$ cat src/rtl/prio_arb_pkg.sv
// Shared definitions for the prio_arbiter block.
//   state_t   : arbiter FSM state (IDLE, GRANT, GAP)
//   IDLE_CODE : value driven on gnt_code whenever no grant is held
//   IDX_W     : width of a requester index (16 requesters)
package prio_arb_pkg;

    typedef enum logic [1:0] {
        IDLE  = 2'd0,
        GRANT = 2'd1,
        GAP   = 2'd2
    } state_t;

    localparam logic [7:0] IDLE_CODE = 8'hF0;
    localparam int         IDX_W     = 4;

endpackage

$ cat src/rtl/prio_arb_enc.sv
// Combinational 16-to-4 priority encoder, highest set index wins.
// Ports:
//   req   : request vector (bit 15 has highest priority)
//   idx   : index of the highest set bit (0 when req is zero)
//   valid : high when any bit of req is set
module prio_arb_enc
    import prio_arb_pkg::*;
(
    input  logic [(1<<IDX_W)-1:0] req,
    output logic [IDX_W-1:0]      idx,
    output logic                  valid
);

    // Ascending scan: the last set bit seen is the highest index.
    always_comb begin
        idx   = '0;
        valid = 1'b0;
        for (int i = 0; i < (1 << IDX_W); i++) begin
            if (req[i]) begin
                idx   = IDX_W'(i);
                valid = 1'b1;
            end
        end
    end

endmodule

$ cat src/rtl/prio_arbiter.sv
// 16-requester arbiter with a bounded grant hold time.
// A winner is picked only in IDLE, holds the grant while its request stays
// high for at most MAX_HOLD cycles, then a one-cycle GAP precedes the next
// arbitration. All outputs are registered (grant appears one edge after the
// request is sampled).
//
// Build option:
//   PRIO_ARB_ROUND_ROBIN_EN defined   : round-robin; search starts at
//                                       last_idx-1 and descends with wrap.
//   PRIO_ARB_ROUND_ROBIN_EN undefined : fixed priority, highest index wins.
//
// Ports:
//   clk       : clock, rising edge
//   rst       : asynchronous reset, active-high
//   req       : level-sensitive request lines
//   gnt       : one-hot grant, zero when no grant
//   gnt_code  : granted index in [3:0], 8'hF0 when no grant
//   gnt_valid : high while a grant is held
//   timeout   : one-cycle pulse when a grant is revoked by MAX_HOLD
//   state_dbg : current FSM state, for observation only
module prio_arbiter
    import prio_arb_pkg::*;
#(
    parameter int N_REQ    = 16,
    parameter int MAX_HOLD = 8
) (
    input  logic             clk,
    input  logic             rst,
    input  logic [N_REQ-1:0] req,
    output logic [N_REQ-1:0] gnt,
    output logic [7:0]       gnt_code,
    output logic             gnt_valid,
    output logic             timeout,
    output logic [1:0]       state_dbg
);

    localparam logic [IDX_W-1:0] HOLD_LIM = IDX_W'(MAX_HOLD);
    localparam logic [N_REQ-1:0] ONE_HOT0 = N_REQ'(1);

    state_t           state, state_nxt;
    logic [IDX_W-1:0] win_idx, win_nxt;
    logic [IDX_W-1:0] hold_cnt, hold_nxt;
    logic [N_REQ-1:0] gnt_nxt;
    logic [7:0]       code_nxt;
    logic             valid_nxt;
    logic             timeout_nxt;

    logic [N_REQ-1:0] req_rot;
    logic [IDX_W-1:0] enc_idx;
    logic             enc_valid;
    logic [IDX_W-1:0] winner;

`ifdef PRIO_ARB_ROUND_ROBIN_EN
    logic [IDX_W-1:0]   last_idx, last_nxt;
    logic [2*N_REQ-1:0] req_dbl;

    // Rotate right by last_idx so req[last_idx-1] lands on bit 15 (top
    // priority) and req[last_idx] on bit 0 (lowest); add offset back after.
    assign req_dbl = {req, req};
    assign req_rot = req_dbl[last_idx +: N_REQ];
    assign winner  = enc_idx + last_idx;
`else
    assign req_rot = req;
    assign winner  = enc_idx;
`endif

    prio_arb_enc u_enc (
        .req   (req_rot),
        .idx   (enc_idx),
        .valid (enc_valid)
    );

    assign state_dbg = state;

    always_comb begin
        state_nxt   = state;
        win_nxt     = win_idx;
        hold_nxt    = hold_cnt;
        gnt_nxt     = '0;
        code_nxt    = IDLE_CODE;
        valid_nxt   = 1'b0;
        timeout_nxt = 1'b0;
`ifdef PRIO_ARB_ROUND_ROBIN_EN
        last_nxt    = last_idx;
`endif
        case (state)
            IDLE: begin
                if (enc_valid) begin
                    state_nxt = GRANT;
                    win_nxt   = winner;
                    hold_nxt  = IDX_W'(1);
                    gnt_nxt   = ONE_HOT0 << winner;
                    code_nxt  = {{(8-IDX_W){1'b0}}, winner};
                    valid_nxt = 1'b1;
`ifdef PRIO_ARB_ROUND_ROBIN_EN
                    last_nxt  = winner;
`endif
                end
            end
            GRANT: begin
                // Only the winner's own line matters here; other requests
                // wait until IDLE.
                if (!req[win_idx]) begin
                    state_nxt = GAP;
                    hold_nxt  = '0;
                end else if (hold_cnt == HOLD_LIM) begin
                    state_nxt   = GAP;
                    hold_nxt    = '0;
                    timeout_nxt = 1'b1;
                end else begin
                    hold_nxt  = hold_cnt + IDX_W'(1);
                    gnt_nxt   = gnt;
                    code_nxt  = gnt_code;
                    valid_nxt = 1'b1;
                end
            end
            GAP: begin
                state_nxt = IDLE;
            end
            default: begin
                state_nxt = IDLE;
            end
        endcase
    end

    always_ff @(posedge clk or posedge rst) begin
        if (rst) begin
            state     <= IDLE;
            win_idx   <= '0;
            hold_cnt  <= '0;
            gnt       <= '0;
            gnt_code  <= IDLE_CODE;
            gnt_valid <= 1'b0;
            timeout   <= 1'b0;
        end else begin
            state     <= state_nxt;
            win_idx   <= win_nxt;
            hold_cnt  <= hold_nxt;
            gnt       <= gnt_nxt;
            gnt_code  <= code_nxt;
            gnt_valid <= valid_nxt;
            timeout   <= timeout_nxt;
        end
    end

`ifdef PRIO_ARB_ROUND_ROBIN_EN
    always_ff @(posedge clk or posedge rst) begin
        if (rst) begin
            last_idx <= '0;
        end else begin
            last_idx <= last_nxt;
        end
    end
`endif

endmodule

$ cat config.mk
export PLATFORM = sky130hd
export DESIGN_NAME = prio_arbiter
export DESIGN_NICKNAME = d
export VERILOG_FILES = /design/src/rtl/prio_arb_pkg.sv /design/src/rtl/prio_arb_enc.sv /design/src/rtl/prio_arbiter.sv
export SDC_FILE = /design/constraint.sdc
export NUM_CORES = 1
export LEC_CHECK = 0
export CAP_MARGIN = 20
export CORE_UTILIZATION = 28
export CTS_CLUSTER_SIZE = 40
export DETAILED_ROUTE_END_ITERATION = 10
export PLACE_DENSITY = 0.59
export SKIP_CTS_REPAIR_TIMING = 1
export SYNTH_ARGS = -nofsm -noshare
export SYNTH_HDL_FRONTEND = slang
export SYNTH_SLANG_ARGS = --single-unit
$ cat constraint.sdc
create_clock -name clk -period 2.2 [get_ports clk]
set_clock_uncertainty 0.1 [all_clocks]
set_input_delay 0.55 -clock clk [delete_from_list [all_inputs] [get_ports clk]]
set_output_delay 0.55 -clock clk [all_outputs]
set_load 0.01 [all_outputs]
After elaboration in Yosys (flattened, before gate mapping)
Cells that the tools add are included.
{"block": "word_totals", "regBits": 36, "latchBits": 0, "ram_bits": 0, "mem_bits_ro": 0, "in_bits": 18, "out_inout_bits": 28, "elab_cells": 75, "mem_count": 0}
{"block": "classes", "n_addsub": 1, "mul": 0, "div_mod_pow": 0, "n_lt_le_gt_ge": 1, "eq_ne": 4, "n_shift": 1, "muxes": 56, "bitwise": 0, "reduce_logical": 5}
{"cell": "$mux 16", "n": 3}
{"cell": "$mux 4", "n": 11}
{"cell": "$pmux 16 s2", "n": 1}
{"cell": "$mux 1", "n": 24}
{"cell": "$mux 8", "n": 3}
{"cell": "$pmux 8 s2", "n": 1}
{"cell": "$shl 1x4->16 const A", "n": 1}
{"cell": "$mux 3", "n": 4}
{"cell": "$mux 2", "n": 5}
{"cell": "$pmux 4 s2", "n": 1}
{"cell": "$reduce_and 2->1", "n": 3}
{"cell": "$lt 4x5->1 const B", "n": 1}
{"cell": "$add 4x1->4 const B", "n": 1}
{"cell": "$bmux 1 s4", "n": 1}
{"cell": "$eq 4x4->1 const B", "n": 1}
{"cell": "$pmux 2 s2", "n": 1}
{"cell": "$ne 3x3->1 const B", "n": 1}
{"cell": "$eq 2x1->1 const B", "n": 1}
{"cell": "$logic_not 2->1", "n": 1}
{"cell": "$ne 2x2->1 const B", "n": 1}
{"cell": "$pmux 1 s2", "n": 1}
{"cell": "$reduce_bool 2->1", "n": 1}

Longest topological paths before layout
Gate-level depths: netlist of run 1.
{"block": "logic_depth", "depth_word": 18, "mapped_depth": 9, "mapped_depth_nobuf": 7}

Modules after synthesis
From an unflattened synthesis of run 1, not the netlist that was laid out.
{"block": "hier_totals", "cells_unflattened": 167, "hier_area_um2": 1711.6}
{"mod": "prio_arbiter", "n_inst": 1, "cells_each": 138, "area_each_um2": 1550.2, "seq_area_each_um2": 827.0}
{"mod": "prio_arb_enc", "n_inst": 1, "cells_each": 29, "area_each_um2": 161.4, "seq_area_each_um2": 0.0}

Least setup slack after synthesis of run 1
No wires, ideal clock.
{"block": "synth_path", "path_kind": "input-to-reg", "startpoint": "in req[13]", "endpoint": "reg gnt[10]", "setup_time_ns": 0.122, "t_arrival_ns": 1.726, "t_required_ns": 1.978, "setup_slack_ns": 0.253, "cell_stages": 7, "path_buffers": 2, "cell_sequence": "mux2_1 o221ai_2 nor3_1 or2_1 buf_6 buf_6 a32o_1"}
{"block": "synth_between", "elab_chain_cells": 6, "elab_cells_between_ends": 13, "classes_between": "eq/ne (1); shift (1); mux (11)"}
{"item": "start: declaration", "line_no": "prio_arbiter.sv:29", "source": "input logic [N_REQ-1:0] req,"}
{"item": "branches (longest 6 deep; another with $mux 16)"}
{"item": "end signal: assignment", "line_no": "prio_arbiter.sv:139", "source": "gnt <= gnt_nxt;"}
{"item": "end: declaration", "line_no": "prio_arbiter.sv:30", "source": "output logic [N_REQ-1:0] gnt,"}
Several ways; the timed one is not identified. The select of a mux whose other input is x is not followed.
A chain may end at the register's enable or synchronous reset.

Worst setup path after layout of run 1
{"block": "layout_path", "startpoint": "in req[9]", "endpoint": "reg gnt_code[1]"}
{"block": "layout_between", "elab_chain_cells": 9, "elab_cells_between_ends": 20, "classes_between": "eq/ne (1); mux (19)"}
{"item": "$mux 4 / $mux 1 (equally long branches) (7 in a row)", "line_no": "prio_arb_enc.sv:19", "source": "if (req[i]) begin"}
{"item": "$mux 8", "line_no": "prio_arbiter.sv:88", "source": "if (enc_valid) begin"}
{"item": "$pmux 8 s2", "line_no": "prio_arbiter.sv:86", "source": "case (state)"}
{"item": "end signal: assignment", "line_no": "prio_arbiter.sv:140", "source": "gnt_code <= code_nxt;"}
{"item": "end: declaration", "line_no": "prio_arbiter.sv:31", "source": "output logic [7:0] gnt_code,"}
Several ways; a longest one is shown, not always the timed one. The select of a mux whose other input is x is not followed.

==> run summary, run 1 <==
====================================================================================
DRC violation count after routing .....................................            0
Power per cell area ................................................... 1030 nW/um^2
Site Rows .............................................................           28
Wire length of the first global-routing pass ..........................      7.05 mm
Non-filler cells in the finished layout ...............................          316
Cell family with the largest share of critical-path delay ............. buffers and inverters
Standby leakage power .................................................      1.22 nW
Pin count of the biggest net entering global routing ..................           34
Total number of vias ..................................................        1,508
Critical path class ...................................................    in -> reg
Most frequent cells in the layout ..................................... sky130_fd_sc_hd__clkdlybuf4s50_1 (36), sky130_fd_sc_hd__dfrtp_1 (32), sky130_fd_sc_hd__buf_4 (31)
Width of the die ......................................................      80.9 um
Fraction of power spent switching nets ................................        36.1%
Crit-path most repeated cell .......................................... sky130_fd_sc_hd__a22o_1
Initial cell density of the core ......................................        29.3%
Area of the multi-input gates .........................................    873 sq um
Clock latency on the worst-skew pair ..................................       290 ps
Clock Path Buffers ....................................................            2
Max transition margin .................................................        72.2%
Post-detailed-route via-to-cell ratio .................................         4.77
Worst-case register-to-register setup slack ...........................       210 ps
Total routing usage reported by global routing ........................        14.6%
Peak per-stage delay on the critical path .............................       430 ps
Leading cell type in the layout, fill and taps excluded ............... sky130_fd_sc_hd__clkdlybuf4s50_1
DIE AREA ..............................................................   6550 sq um
Share of the clock period used by the worst path ......................        97.1%
Clock Pin Slew Worst Setup and Hold Paths .............................        70 ps
Mean instance size in the synthesized netlist .........................   10.8 sq um
CP arrival ............................................................      2220 ps
Final critical delay including setup and external delays ..............      2140 ps
Number of buffer and inverter instances along the worst setup path ....            3
Number of global-route vias before repair .............................        1,480
Final worst hold slack ................................................       380 ps
Number of I/O port buffers ............................................           45
Pin slew with the least headroom to its limit .........................       418 ps
Final routed wire length divided by cell count ........................      14.5 um
Synth Flop Type ....................................................... sky130_fd_sc_hd__dfrtp_1
Distinct cell type count after synthesis ..............................           44
Maximum fanout count along the critical path ..........................           24
Portion of total power attributed to combinational logic ..............        49.4%
1st-iter DRT viols ....................................................           72
Peak ir drop on the vdd network .......................................   0.000436 V
Total congestion overflow after global routing ........................            0
Reg area ..............................................................    827 sq um
Area Growth Syn to Fin ................................................        52.7%
Worst Path Required ...................................................      2280 ps
Final setup violation count ...........................................            0
Clock Sinks ...........................................................           33
Max-Cap Viols .........................................................            0
Die height ............................................................      80.9 um
Category of the worst setup path capture point ........................         flop
Layout fillers ........................................................          592
Part of the total power dissipated in sequential elements .............        32.8%
Cell internal power dissipation .......................................      1.74 mW
Share of flip-flops with an asynchronous set or reset after synthesis .         100%
Fraction of final layout cells with drive strength greater than 1 .....        23.2%
Status ................................................................ complete, no violations
Core region area ......................................................   5960 sq um
Global placement routability congestion ...............................        0.747
Ordered cell list for the critical path ............................... clkdlybuf4s50_1 -> buf_4 -> mux2i_1 -> a22o_1 -> nor3_1 -> or2_1 -> buf_12 -> a22o_1
Total Wirelength ......................................................      4.58 mm
Number of antenna repair diodes .......................................            0
Clock tree root driver cell ........................................... sky130_fd_sc_hd__clkbuf_8
Mapped Nets ...........................................................          182
Remaining number of nets flagged by the antenna check after routing ...            0
Net Sw Power ..........................................................       987 uW
First-pass iteration count of the detailed router .....................            4
Warnings, synthesis ...................................................            0
Netlist area before placement .........................................   1740 sq um
Top achievable clock speed ............................................      468 MHz
Antenna violations before repair ......................................            0
CP Launch Type ........................................................    input pin
Slowest cell on crit path ............................................. sky130_fd_sc_hd__clkdlybuf4s50_1
H-tree lvl count ......................................................            2
I/O pin total .........................................................           46
Detailed placer's ending HPWL .........................................      3.23 mm
Placed insts ..........................................................          307
Post-synthesis sequential element count ...............................           33
Sequential fraction of the synthesis area .............................        47.4%
Total clock buffers created by CTS ....................................            5
Synthesized instance count ............................................          162
Total count of hold-check failures in the final report ................            0
Max Transition Viols Final ............................................            0
Clock tree from TritonCTS .............................................        built
Net count reported at finish ..........................................          260
Type of the worst min-delay path ......................................   reg -> reg
Relative contribution of the clock network to total power .............        17.8%
Number of flops mapped to enable cells by yosys .......................            0
====================================================================================
[cells in the mapped netlist (all sizes together) (2+ instances only)]
cell type	instances	area share (%)
a21o	2	0.86
a22o	8	4.0
a32o	7	4.0
buf	7	3.9
dfrtp	32	46
ha	2	1.4
inv	8	1.7
mux2	4	2.8
mux2i	5	2.9
nand2	9	1.9
nand2b	8	2.9
nor2	11	2.4
nor2b	5	1.8
nor3	7	2.0
nor4	4	2.2
o211ai	2	0.86
o21a	2	0.86
o21ai	5	1.4
o21bai	2	0.86
o2bb2ai	9	4.5
o31ai	2	0.86
or2	5	1.8
[metal layers]
layer / part of all wire [%] / GRT usage, %
met5: 0 / 0
met4: 2.0 / 7.14
met3: 5.2 / 3.93
met2: 44 / 20.6
met1: 49 / 20.3
[state kept, by name, indices dropped and copies added, names as in the netlist]
register   flops
gnt           16
gnt_valid      1
gnt_code       5
hold_cnt       4
state_dbg      2
win_idx        4
timeout        1
[path summary, 6_finish.rpt]
check	start	to	depth (start not counted)
max in group asynchronous	rst	gnt_code[6]	3
setup reg to reg	win_idx[0]	gnt_code[1]	7
setup / recovery	req[9]	gnt_code[1]	8
hold / removal	gnt_code[6]	gnt_code[6]	2
hold reg to reg	gnt_code[6]	gnt_code[6]	2
min in group asynchronous	rst	gnt_code[1]	3
[power groups by stage]
| stage | Combinational (mW) | Clock [mW] | Sequential [mW] |
|---|---|---|---|
| 2_1_floorplan | 0.800 | 0 | 0.918 |
| 3_3_place_gp | 1.31 | 0 | 0.909 |
| 3_5_place_dp | 1.32 | 0 | 0.908 |
| 4_1_cts | 1.32 | 0.499 | 0.899 |
| 5_1_grt | 1.47 | 0.522 | 0.922 |
| 6_report | 1.35 | 0.487 | 0.896 |
[kinds of logic after synthesis]
| family | after synthesis | synth area share (%) |
|---|---|---|
| buffers and inverters | 15 | 5.60 |
| adders and majority gates | 2 | 1.43 |
| and+or+nand+nor | 55 | 17.1 |
| DFF | 33 | 47.4 |
| AOI/OAI and AO/OA | 48 | 22.7 |
| muxes | 9 | 5.67 |
[cell type report]
cell class,count,share of cell area [%]
timing repair buffer,78,28.0
clock buffer,7,3.24
clock inverter,1,0.282
inverter,8,1.13
multi-input combinational,114,32.8
sequential,33,31.0
tap,75,3.52
[metrics by stage]
step           instance area (sq um)  util (%)  power, mW  setup TNS [ps]  setup WS, ps
2_1_floorplan                   1740         -       1.72               0           253
3_3_place_gp                    2490      41.7       2.22           -8230          -395
3_5_place_dp                    2490      41.7       2.23           -7800          -367
4_1_cts                         2580      43.3       2.72            -259         -79.5
5_1_grt                         2660      44.7       2.92           -7.19         -6.40
6_report                        2660      44.7       2.73               0          64.5
[worst register-to-register path: cells and delay by family (launching register included)]
kind | cells | cell delay (ps)
AOI/OAI and AO/OA | 2 | 430
DFF | 1 | 400
and+or+nand+nor | 2 | 350
buffers and inverters | 2 | 320
muxes | 1 | 300
Note: power is estimated with default switching activity, not from simulation.
==> run 2, diff against run 1 <==
--- a/config.mk
+++ b/config.mk
@@ -7,7 +7,7 @@
 export LEC_CHECK = 0
 export CAP_MARGIN = 20
 export CORE_UTILIZATION = 28
-export CTS_CLUSTER_SIZE = 40
+export CTS_CLUSTER_SIZE = 25
 export DETAILED_ROUTE_END_ITERATION = 10
 export PLACE_DENSITY = 0.59
 export SKIP_CTS_REPAIR_TIMING = 1
==> constraint.sdc (replaced) <==
create_clock -name clk -period 2.5 [get_ports clk]
set_clock_uncertainty 0.1 [all_clocks]
set_input_delay 0.625 -clock clk [delete_from_list [all_inputs] [get_ports clk]]
set_output_delay 0.625 -clock clk [all_outputs]
set_load 0.01 [all_outputs]
==> run summary, run 2 (synthesis results as in run 1) <==
==================================================================================
Clock latency on the worst-skew pair ................................       280 ps   about the same
Fraction of final layout cells with drive strength greater than 1 ...        18.1%   -5.1 points
Utilization of the core after routing ...............................        42.8%   -2.0 points
Unrepaired setup endpoints after global routing .....................           no
H-tree lvl count ....................................................            2   unchanged
Detailed placer's ending HPWL .......................................      3.30 mm   +2.0%
Total number of vias ................................................        1,472   -2.4%
Total congestion overflow after global routing ......................            0   unchanged
Largest registers ranked by flip-flop count ......................... gnt (16), gnt_code (5)
Cell internal power dissipation .....................................      1.60 mW   -8.3%
Net Sw Power ........................................................       828 uW   -16%
CP Launch Type ......................................................    input pin
Peak ir drop on the vdd network .....................................   0.000391 V   -10%
Top achievable clock speed ..........................................      432 MHz
Worst reg2reg startpoint ............................................   win_idx[0]
CP arrival ..........................................................      2380 ps   +160 ps
Site Rows ...........................................................           28   unchanged
Critical path class .................................................    in -> reg
Net count reported at finish ........................................          251   -3.5%
Number of I/O port buffers ..........................................           45   unchanged
Standby leakage power ...............................................      1.09 nW   -10%
Max Transition Viols Final ..........................................            0   unchanged
Layout fillers ......................................................          593   +0.17%
1st-iter DRT viols ..................................................           43   -40%
Part of the total power dissipated in sequential elements ...........        33.6%   +0.8 points
Category of the worst setup path capture point ......................         flop
Total routing usage reported by global routing ......................        14.6%   +0.030 points
I/O pin total .......................................................           46   unchanged
Number of flip-flops under the largest register name ................           16   unchanged
Area Growth Syn to Fin ..............................................        46.0%
Fraction of power spent switching nets ..............................        34.1%   -2.0 points
Status .............................................................. complete, no violations
Share of the clock period used by the worst path ....................        92.6%
Beginning of the critical path ......................................       req[3]
DIE AREA ............................................................   6550 sq um   unchanged
Remaining number of nets flagged by the antenna check after routing .            0   unchanged
Width of the die ....................................................      80.9 um   unchanged
Maximum fanout count along the critical path ........................           24   unchanged
Clock Sinks .........................................................           33   unchanged
First-pass iteration count of the detailed router ...................            4   unchanged
Initial cell density of the core ....................................        29.3%   unchanged
Relative contribution of the clock network to total power ...........        21.4%   +3.6 points
Core region area ....................................................   5960 sq um   unchanged
Total count of hold-check failures in the final report ..............            0   unchanged
Worst Path Required .................................................      2570 ps   +290 ps
Pin slew with the least headroom to its limit .......................       535 ps   +117 ps
Peak per-stage delay on the critical path ...........................       480 ps   +50 ps
Final critical delay including setup and external delays ............      2310 ps
Area of the multi-input gates .......................................    820 sq um   -6.2%
Portion of total power attributed to combinational logic ............        45.0%   -4.4 points
Type of the worst min-delay path ....................................   reg -> reg
Max-Cap Viols .......................................................            0   unchanged
Number of antenna repair diodes .....................................            0   unchanged
Slowest cell on crit path ........................................... sky130_fd_sc_hd__clkdlybuf4s50_1
Wire length of the first global-routing pass ........................      7.16 mm   +1.6%
Final routed wire length divided by cell count ......................      14.1 um   -2.4%
Min-Delay Startpoint ................................................  gnt_code[6]
Power per cell area .................................................  953 nW/um^2   -7.0%
Antenna violations before repair ....................................            0   unchanged
Clock tree root driver cell ......................................... sky130_fd_sc_hd__clkbuf_8
Final worst hold slack ..............................................       386 ps   +5.81 ps
Clock tree from TritonCTS ...........................................        built
DRC violation count after routing ...................................            0   unchanged
Post-detailed-route via-to-cell ratio ...............................         4.79   +0.47%
Ordered cell list for the critical path ............................. clkdlybuf4s50_1 -> mux2_1 -> o2bb2ai_1 -> nor3_1 -> or2_1 -> buf_12 -> a22o_1
Total clock buffers created by CTS ..................................            5   unchanged
Register with the highest flop count ................................          gnt
Max transition margin ...............................................        64.3%   -7.9 points
Total Wirelength ....................................................      4.34 mm   -5.2%
Leading cell type in the layout, fill and taps excluded ............. sky130_fd_sc_hd__clkdlybuf4s50_1
Most frequent cells in the layout ................................... sky130_fd_sc_hd__clkdlybuf4s50_1 (45), sky130_fd_sc_hd__dfrtp_1 (32), sky130_fd_sc_hd__buf_4 (22)
Global placement routability congestion .............................        0.741   -0.82%
Clock Path Buffers ..................................................            2   unchanged
Pin count of the biggest net entering global routing ................           25   -26%
Reg area ............................................................    827 sq um   unchanged
Die height ..........................................................      80.9 um   unchanged
Final setup violation count .........................................            0   unchanged
Number of global-route vias before repair ...........................        1,469   -0.74%
Clock Pin Slew Worst Setup and Hold Paths ...........................        70 ps   about the same
==================================================================================
run 2: area by class of cell:
class / instances / share of cell area (%)
multi-input cells: 114 / 32.2
well taps: 75 / 3.69
flip-flops and latches: 33 / 32.5
repair buffers: 69 / 25.7
clock inverters: 2 / 1.47
inverters: 8 / 1.18
clock buffers: 6 / 3.24
run 2: power by group through the flow:
stage          Sequential (mW)  Combinational [mW]  Clock (mW)
6_report                 0.815                1.09       0.520
5_1_grt                  0.844                1.20       0.568
4_1_cts                  0.818                1.11       0.534
3_5_place_dp             0.827                1.10           0
3_3_place_gp             0.829                1.09           0
2_1_floorplan            0.808               0.704           0
run 2: path summary, 6_finish.rpt:
| kind | to | slack, ps | cells after the start |
|---|---|---|---|
| worst max register to register | gnt_code[1] | 360 | 6 |
| worst max-delay path | gnt_code[1] | 190 | 7 |
| min in group asynchronous | gnt_valid | 580 | 2 |
| worst min-delay path | gnt_code[6] | 390 | 2 |
| max in group asynchronous | gnt[14] | 1230 | 3 |
| worst min register to register | gnt_code[6] | 390 | 2 |
run 2: per-layer routing:
layer | GRT usage, % | part of all wire [%]
met3 | 4.16 | 5.2
met1 | 21.2 | 51
met5 | 0 | 0
met2 | 20.8 | 42
met4 | 4.29 | 1.2
run 2: critical path: cells and delay by family:
family / cells / cell delay [ps]
simple gates: 2 / 340
buf+inv: 2 / 650
mux: 1 / 310
compound gates: 2 / 450
run 2: through the flow:
step | setup TNS (ps) | std cells | instance area, sq um | setup slack [ps] | total power, mW
6_report | 0 | 307 | 2550 | 186 | 2.43
5_1_grt | 0 | 307 | 2550 | 110 | 2.61
4_1_cts | 0 | 307 | 2550 | 73.3 | 2.46
3_5_place_dp | -1630 | 299 | 2430 | -206 | 1.93
3_3_place_gp | -1770 | 299 | 2430 | -233 | 1.92
2_1_floorplan | 0 | 162 | 1740 | 478 | 1.51
